**config.mk**
```make
export PLATFORM = sky130hd
export DESIGN_NAME = display_scan_ctrl_flat
export DESIGN_NICKNAME = d
export VERILOG_FILES = /design/src/rtl/display_scan_if.sv /design/src/rtl/display_scan_ctrl.sv /design/src/flat_wrapper.sv
export SDC_FILE = /design/constraint.sdc
export NUM_CORES = 1
export LEC_CHECK = 0
export BUFFER_PORTS_ARGS = -buffer_cell sky130_fd_sc_hd__buf_2
export CORE_UTILIZATION = 45
export DETAILED_ROUTE_END_ITERATION = 8
export GPL_TIMING_DRIVEN = 0
export RECOVER_POWER = 100
export SLEW_MARGIN = 40
export SYNTH_ARGS = -nofsm -noshare
export SYNTH_HDL_FRONTEND = slang
export SYNTH_SLANG_ARGS = --single-unit
```
**constraint.sdc**
```tcl
create_clock -name CLK100MHZ -period 2.5 [get_ports CLK100MHZ]
set_input_delay 0.625 -clock CLK100MHZ [delete_from_list [all_inputs] [get_ports CLK100MHZ]]
set_output_delay 0.625 -clock CLK100MHZ [all_outputs]
set_load 0.03 [all_outputs]
```
**src/rtl/display_scan_if.sv**
```systemverilog
// display_scan_if: value/mask/load inputs and segment/anode/status outputs of the scan controller
interface display_scan_if;
    logic [15:0] value;
    logic [3:0]  digit_en;
    logic        load;
    logic [0:6]  sevenSeg;
    logic [3:0]  AN;
    logic        pending;
    logic        frame_done;

    modport master (
        output value, digit_en, load,
        input  sevenSeg, AN, pending, frame_done
    );

    modport slave (
        input  value, digit_en, load,
        output sevenSeg, AN, pending, frame_done
    );
endinterface

```
**src/rtl/display_scan_ctrl.sv**
```systemverilog
// display_scan_ctrl: 4-digit 7-segment scan scheduler with per-slot dead-time and frame-synchronous value update
// Optional feature macro: LEADING_ZERO_BLANK_EN (suppresses leading-zero digits when defined)
module display_scan_ctrl #(
    parameter int CLK_HZ       = 100_000_000,
    parameter int REFRESH_HZ   = 1000,
    parameter int BLANK_CYCLES = 100
) (
    input  logic          CLK100MHZ,
    input  logic          reset_n,
    display_scan_if.slave bus
);
    localparam int TICK_DIV = CLK_HZ / REFRESH_HZ;
    localparam int CW       = (TICK_DIV > 1) ? $clog2(TICK_DIV) : 1;
    localparam logic [CW-1:0] SLOT_LAST  = CW'(TICK_DIV - 1);
    localparam logic [CW-1:0] BLANK_LAST = CW'(BLANK_CYCLES - 1);

    typedef enum logic {BLANK, ON} state_t;

    state_t        state_q, state_d;
    logic [CW-1:0] cnt_q, cnt_d;
    logic [1:0]    idx_q, idx_d;
    logic [15:0]   staging_q, shadow_q;
    logic          pending_q;
    logic [3:0]    an_q, an_d;
    logic [0:6]    seg_q, seg_d;
    logic [3:0]    nib;
    logic [3:0]    visible;
    logic          slot_end;
    logic          wrap;

    function automatic logic [0:6] hex7(input logic [3:0] h);
        case (h)
            4'h0:    hex7 = 7'b0000001;
            4'h1:    hex7 = 7'b1001111;
            4'h2:    hex7 = 7'b0010010;
            4'h3:    hex7 = 7'b0000110;
            4'h4:    hex7 = 7'b1001100;
            4'h5:    hex7 = 7'b0100100;
            4'h6:    hex7 = 7'b0100000;
            4'h7:    hex7 = 7'b0001111;
            4'h8:    hex7 = 7'b0000000;
            4'h9:    hex7 = 7'b0000100;
            4'hA:    hex7 = 7'b0001000;
            4'hB:    hex7 = 7'b1100000;
            4'hC:    hex7 = 7'b0110001;
            4'hD:    hex7 = 7'b1000010;
            4'hE:    hex7 = 7'b0110000;
            default: hex7 = 7'b0111000;
        endcase
    endfunction

`ifdef LEADING_ZERO_BLANK_EN
    assign visible = bus.digit_en & {|shadow_q[15:12], |shadow_q[15:8], |shadow_q[15:4], 1'b1};
`else
    assign visible = bus.digit_en;
`endif

    assign nib      = shadow_q[{idx_q, 2'b00} +: 4];
    assign slot_end = (state_q == ON) && (cnt_q == SLOT_LAST);
    assign wrap     = slot_end && (idx_q == 2'd3);

    assign bus.AN         = an_q;
    assign bus.sevenSeg   = seg_q;
    assign bus.pending    = pending_q;
    assign bus.frame_done = wrap;

    // Slot timing: one counter spans the whole slot, BLANK covers its first BLANK_CYCLES counts
    always_comb begin
        state_d = state_q;
        cnt_d   = slot_end ? '0 : cnt_q + 1'b1;
        idx_d   = idx_q;
        an_d    = an_q;
        seg_d   = seg_q;
        if (state_q == BLANK && cnt_q == BLANK_LAST) begin
            state_d = ON;
            an_d    = visible[idx_q] ? ~(4'b0001 << idx_q) : 4'b1111;
            seg_d   = visible[idx_q] ? hex7(nib) : 7'b1111111;
        end else if (slot_end) begin
            state_d = BLANK;
            idx_d   = idx_q + 2'd1;
            an_d    = 4'b1111;
            seg_d   = 7'b1111111;
        end
    end

    // State, slot counter, digit index and registered display drive
    always_ff @(posedge CLK100MHZ or negedge reset_n) begin
        if (!reset_n) begin
            state_q <= BLANK;
            cnt_q   <= '0;
            idx_q   <= '0;
            an_q    <= 4'b1111;
            seg_q   <= 7'b1111111;
        end else begin
            state_q <= state_d;
            cnt_q   <= cnt_d;
            idx_q   <= idx_d;
            an_q    <= an_d;
            seg_q   <= seg_d;
        end
    end

    // Loads are staged and only promoted to the shadow copy on the frame wrap, so a frame never tears
    always_ff @(posedge CLK100MHZ or negedge reset_n) begin
        if (!reset_n) begin
            staging_q <= '0;
            shadow_q  <= '0;
            pending_q <= 1'b0;
        end else if (wrap) begin
            shadow_q  <= bus.load ? bus.value : (pending_q ? staging_q : shadow_q);
            pending_q <= 1'b0;
        end else if (bus.load) begin
            staging_q <= bus.value;
            pending_q <= 1'b1;
        end
    end
endmodule
```
**src/flat_wrapper.sv**
```systemverilog
// flat-port wrapper written by rule: the top's interface ports become plain ports
module display_scan_ctrl_flat 
#(
    parameter int CLK_HZ       = 100_000_000,
    parameter int REFRESH_HZ   = 1000,
    parameter int BLANK_CYCLES = 100
)
  (CLK100MHZ, reset_n, bus_value, bus_digit_en, bus_load, bus_sevenSeg, bus_AN, bus_pending, bus_frame_done);
  display_scan_if bus_i ();
  input  logic CLK100MHZ;
  input  logic reset_n;
  input wire logic [$bits(bus_i.value)-1:0] bus_value;
  input wire logic [$bits(bus_i.digit_en)-1:0] bus_digit_en;
  input wire logic [$bits(bus_i.load)-1:0] bus_load;
  output wire logic [$bits(bus_i.sevenSeg)-1:0] bus_sevenSeg;
  output wire logic [$bits(bus_i.AN)-1:0] bus_AN;
  output wire logic [$bits(bus_i.pending)-1:0] bus_pending;
  output wire logic [$bits(bus_i.frame_done)-1:0] bus_frame_done;
  assign bus_i.value = bus_value;
  assign bus_i.digit_en = bus_digit_en;
  assign bus_i.load = bus_load;
  assign bus_sevenSeg = bus_i.sevenSeg;
  assign bus_AN = bus_i.AN;
  assign bus_pending = bus_i.pending;
  assign bus_frame_done = bus_i.frame_done;
  display_scan_ctrl #(.CLK_HZ(CLK_HZ), .REFRESH_HZ(REFRESH_HZ), .BLANK_CYCLES(BLANK_CYCLES)) u_core (.CLK100MHZ(CLK100MHZ), .reset_n(reset_n), .bus(bus_i));
endmodule
```
==> summary.txt <==
status - completed
post-detailed-route count of antenna-violating nets - 0
clock network fraction of total power - 40.1%
CP startpoint kind - register
Vias/cell - 5.45
largest net degree at the start of global routing - 42
Clock Sinks - 64
Slew Viols, Final - 0
Seq/Total Area, Yosys - 47.8%
reg2reg path depth - 6
Main synth FF type - dfrtp_1
Synth area leaders - dfrtp_1 39%, mux2_2 14%, dfstp_2 8.6%
Hold Crit Depth - 2
Worst-Skew Late Latency - 0.34 ns
CTS H-tree depth - 3
relative slew slack - 10.8%
Critical Path RT - 2.73 ns
FFs w/ async S/R, synth - 100%
most frequent cells in the layout - 53 x dfrtp_1, 43 x mux2_2, 22 x buf_2
Core Rows - 31
synthesized area per cell - 12.7 um^2
Max Clk Rate - 419 MHz
Initial DRC Count - 127
vias in the first global route - 2268
critical path fanouts, max - 10
Layout Nets - 347
post-detail-place hpwl - 4.69 mm
final setup fails - 0
min Tclk post-route - 2.39 ns
placed cell count - 400
RSZ-0062 raised after global routing - false
Avg WL per Cell - 15.7 um
Buf+Inv Stages, Crit Path - 1
CORE AREA - 0.00725 mm^2
die width - 88.7 um
maximum vdd drop - 0.382 mV
critical path endpoint category - register
largest stage delay on the critical path - 0.50 ns
Cell Area, Synth - 0.00338 mm^2
PD cells - 543 mW/mm^2
Slew @ Worst Pin - 1.34 ns
total routed wirelength - 6.55 mm
setup TNS - 0 ns
Finished Layout Cells - 416
post-synth top area share - 39.2%
Lkg Pwr - 1.65 nW
Post-synth EDFFs - 0
Die Y-Extent - 88.7 um
Tot GR Track Use - 19.0%
Placer Congestion - 0.808
Synth Register Bits - 64
Buffers on Ports - 34
Layout Area Growth over Synthesis - 14.1%
Hold Crit Class - reg -> reg
Max-Cap Viols - 0
Crit path max-delay family - simple AND/OR/NAND/NOR gates
fill count - 667
starting density of the core - 46.6%
syn nets - 301
setup repair bufs after CTS - 0
final cycle utilization of the critical path - 95.5%
Longest Clk Path Bufs - 2
largest area contributor in the netlist - dfrtp_1
Ys Warns - 0
Finished Core Util - 53.1%
clk root buf - clkbuf_8
layout cell share with drive strength beyond 1 - 37.2%
initial antenna violation count - 0
total grt overflow - 0
internal cell power - 1.60 mW
CTS tree - built
NetSw - 491 uW
commonest non-fill, non-tap cell in the layout - dfrtp_1
Fin Hold WS - 0.465 ns
total number of vias - 2269
critical path class - reg -> reg
CP cell instances - ha_1 -> and4_4 -> nand3_4 -> nor4_4 -> clkbuf_2 -> mux2_4
Residual DRC - 0
CP max-delay cell - nor4_4
Final Hold Viols - 0
Yosys cell types - 45
Levels on crit path - 6
Gate power share - 7.8%
Reg power frac - 52.1%
diode count - 0
TritonCTS Buffers - 9
drt first pass iters - 4
I/O Pins - 36
Reg clk slew, reported paths - 0.07 ns
Die ar. - 0.00786 mm^2
Synth Instances - 266
switch share - 23.5%
Clock Skews - 0.00611 ns
global-route wire length before repair - 11.0 mm
WP data arrival - 2.62 ns
[registers in the layout, summed over array words and instances, names as in the netlist]
name and flops:
u_core.cnt_q 17, u_core.shadow_q 16, u_core.staging_q 16, u_core.bus.sevenSeg 7, u_core.bus.AN 4, u_core.idx_q 2, u_core.bus.pending 1, u_core.state_q 1
[layout make-up]
type	instances	area [um^2]	area share, %
Timing Repair Buffer	35	174	4.51
Clock buffer	14	173	4.48
Inverter	12	45.0	1.17
Multi-Input combinational cell	181	1660	43.1
Clock inverter	2	12.5	0.325
Tap cell	99	124	3.21
Buffer	9	50.0	1.30
Sequential cell	64	1620	41.9
[through the flow]
stage	total power, mW	instance area [um^2]	worst slack [ns]
2_1_floorplan	1.21	3380	0.248
3_3_place_gp	1.27	3670	0.0878
3_5_place_dp	1.28	3700	0.0906
4_1_cts	2.12	3880	0.0120
5_1_grt	2.18	3850	0.00664
6_report	2.09	3850	0.112
[layer usage]
metal  part of all wire, %  vias to the layer above  GRT usage [%]
met1                    47                     1145           23.8
met5                     0                        -              0
met4                   1.7                        0           8.94
met2                    48                       48           30.9
li1                      -                     1063              -
met3                   3.4                       13           4.48
[synthesized netlist by cell type (all sizes together) (3+ instances only)]
| cell | count |
|---|---|
| buf | 7 |
| ha | 12 |
| a32oi | 3 |
| inv | 12 |
| nor3 | 6 |
| nand4 | 8 |
| and3 | 3 |
| o21ai | 3 |
| a21oi | 4 |
| mux2i | 6 |
| xnor2 | 6 |
| xor2 | 8 |
| nor2 | 17 |
| mux2 | 53 |
| mux4 | 4 |
| nand3 | 5 |
| dfstp | 11 |
| a2bb2oi | 5 |
| nand2 | 11 |
| dfrtp | 53 |
| or3 | 3 |
| o32a | 3 |
[power groups by stage]
stage	sequential, mW	clock (mW)	combinational, mW
final	1.09	0.839	0.163
after global routing	1.09	0.901	0.182
after CTS	1.09	0.865	0.168
after detailed placement	1.11	0	0.167
after global placement	1.11	0	0.161
after floorplan	1.10	0	0.104
[logic make-up (layout without fill, tap and decap cells)]
kind of cell / count (synthesis) / after routing / share of synthesized area [%]
DFF: 64 / 64 / 47.8
muxes: 63 / 63 / 23.2
adders and majority gates: 12 / 12 / 4.44
xor gates and xnor gates: 14 / 14 / 3.63
buffers and inverters: 21 / 72 / 3.41
and+or+nand+nor: 67 / 67 / 11.6
AOI/OAI and AO/OA: 25 / 25 / 5.96
[worst paths after layout]
| check | start | to | slack [ns] |
|---|---|---|---|
| worst max register to register | u_core.cnt_q[0]$_DFF_PN0_ | u_core.shadow_q[5]$_DFFE_PN0P_ | 0.11 |
| worst max-delay path | u_core.cnt_q[0]$_DFF_PN0_ | u_core.shadow_q[5]$_DFFE_PN0P_ | 0.11 |
| max in group asynchronous | reset_n | u_core.bus.AN[2]$_DFFE_PN1P_ | 1.02 |
| worst min-delay path | u_core.bus.sevenSeg[6]$_DFFE_PN1P_ | u_core.bus.sevenSeg[6]$_DFFE_PN1P_ | 0.47 |
| worst min register to register | u_core.bus.sevenSeg[6]$_DFFE_PN1P_ | u_core.bus.sevenSeg[6]$_DFFE_PN1P_ | 0.47 |
| min in group asynchronous | reset_n | u_core.staging_q[4]$_DFFE_PN0P_ | 0.57 |
[worst register-to-register path: stages (launching register included)]
cell      delay, ns
dfrtp_1        0.39
ha_1           0.19
and4_4         0.28
nand3_4        0.14
nor4_4         0.50
clkbuf_2       0.44
mux2_4         0.34
[what timing repair did]
item | in CTS | in global routing
hold buffers | 0 | 0
setup endpoints to repair | 0 | 1
resized for setup | 0 | 2
Note: power is estimated with default switching activity, not from simulation.
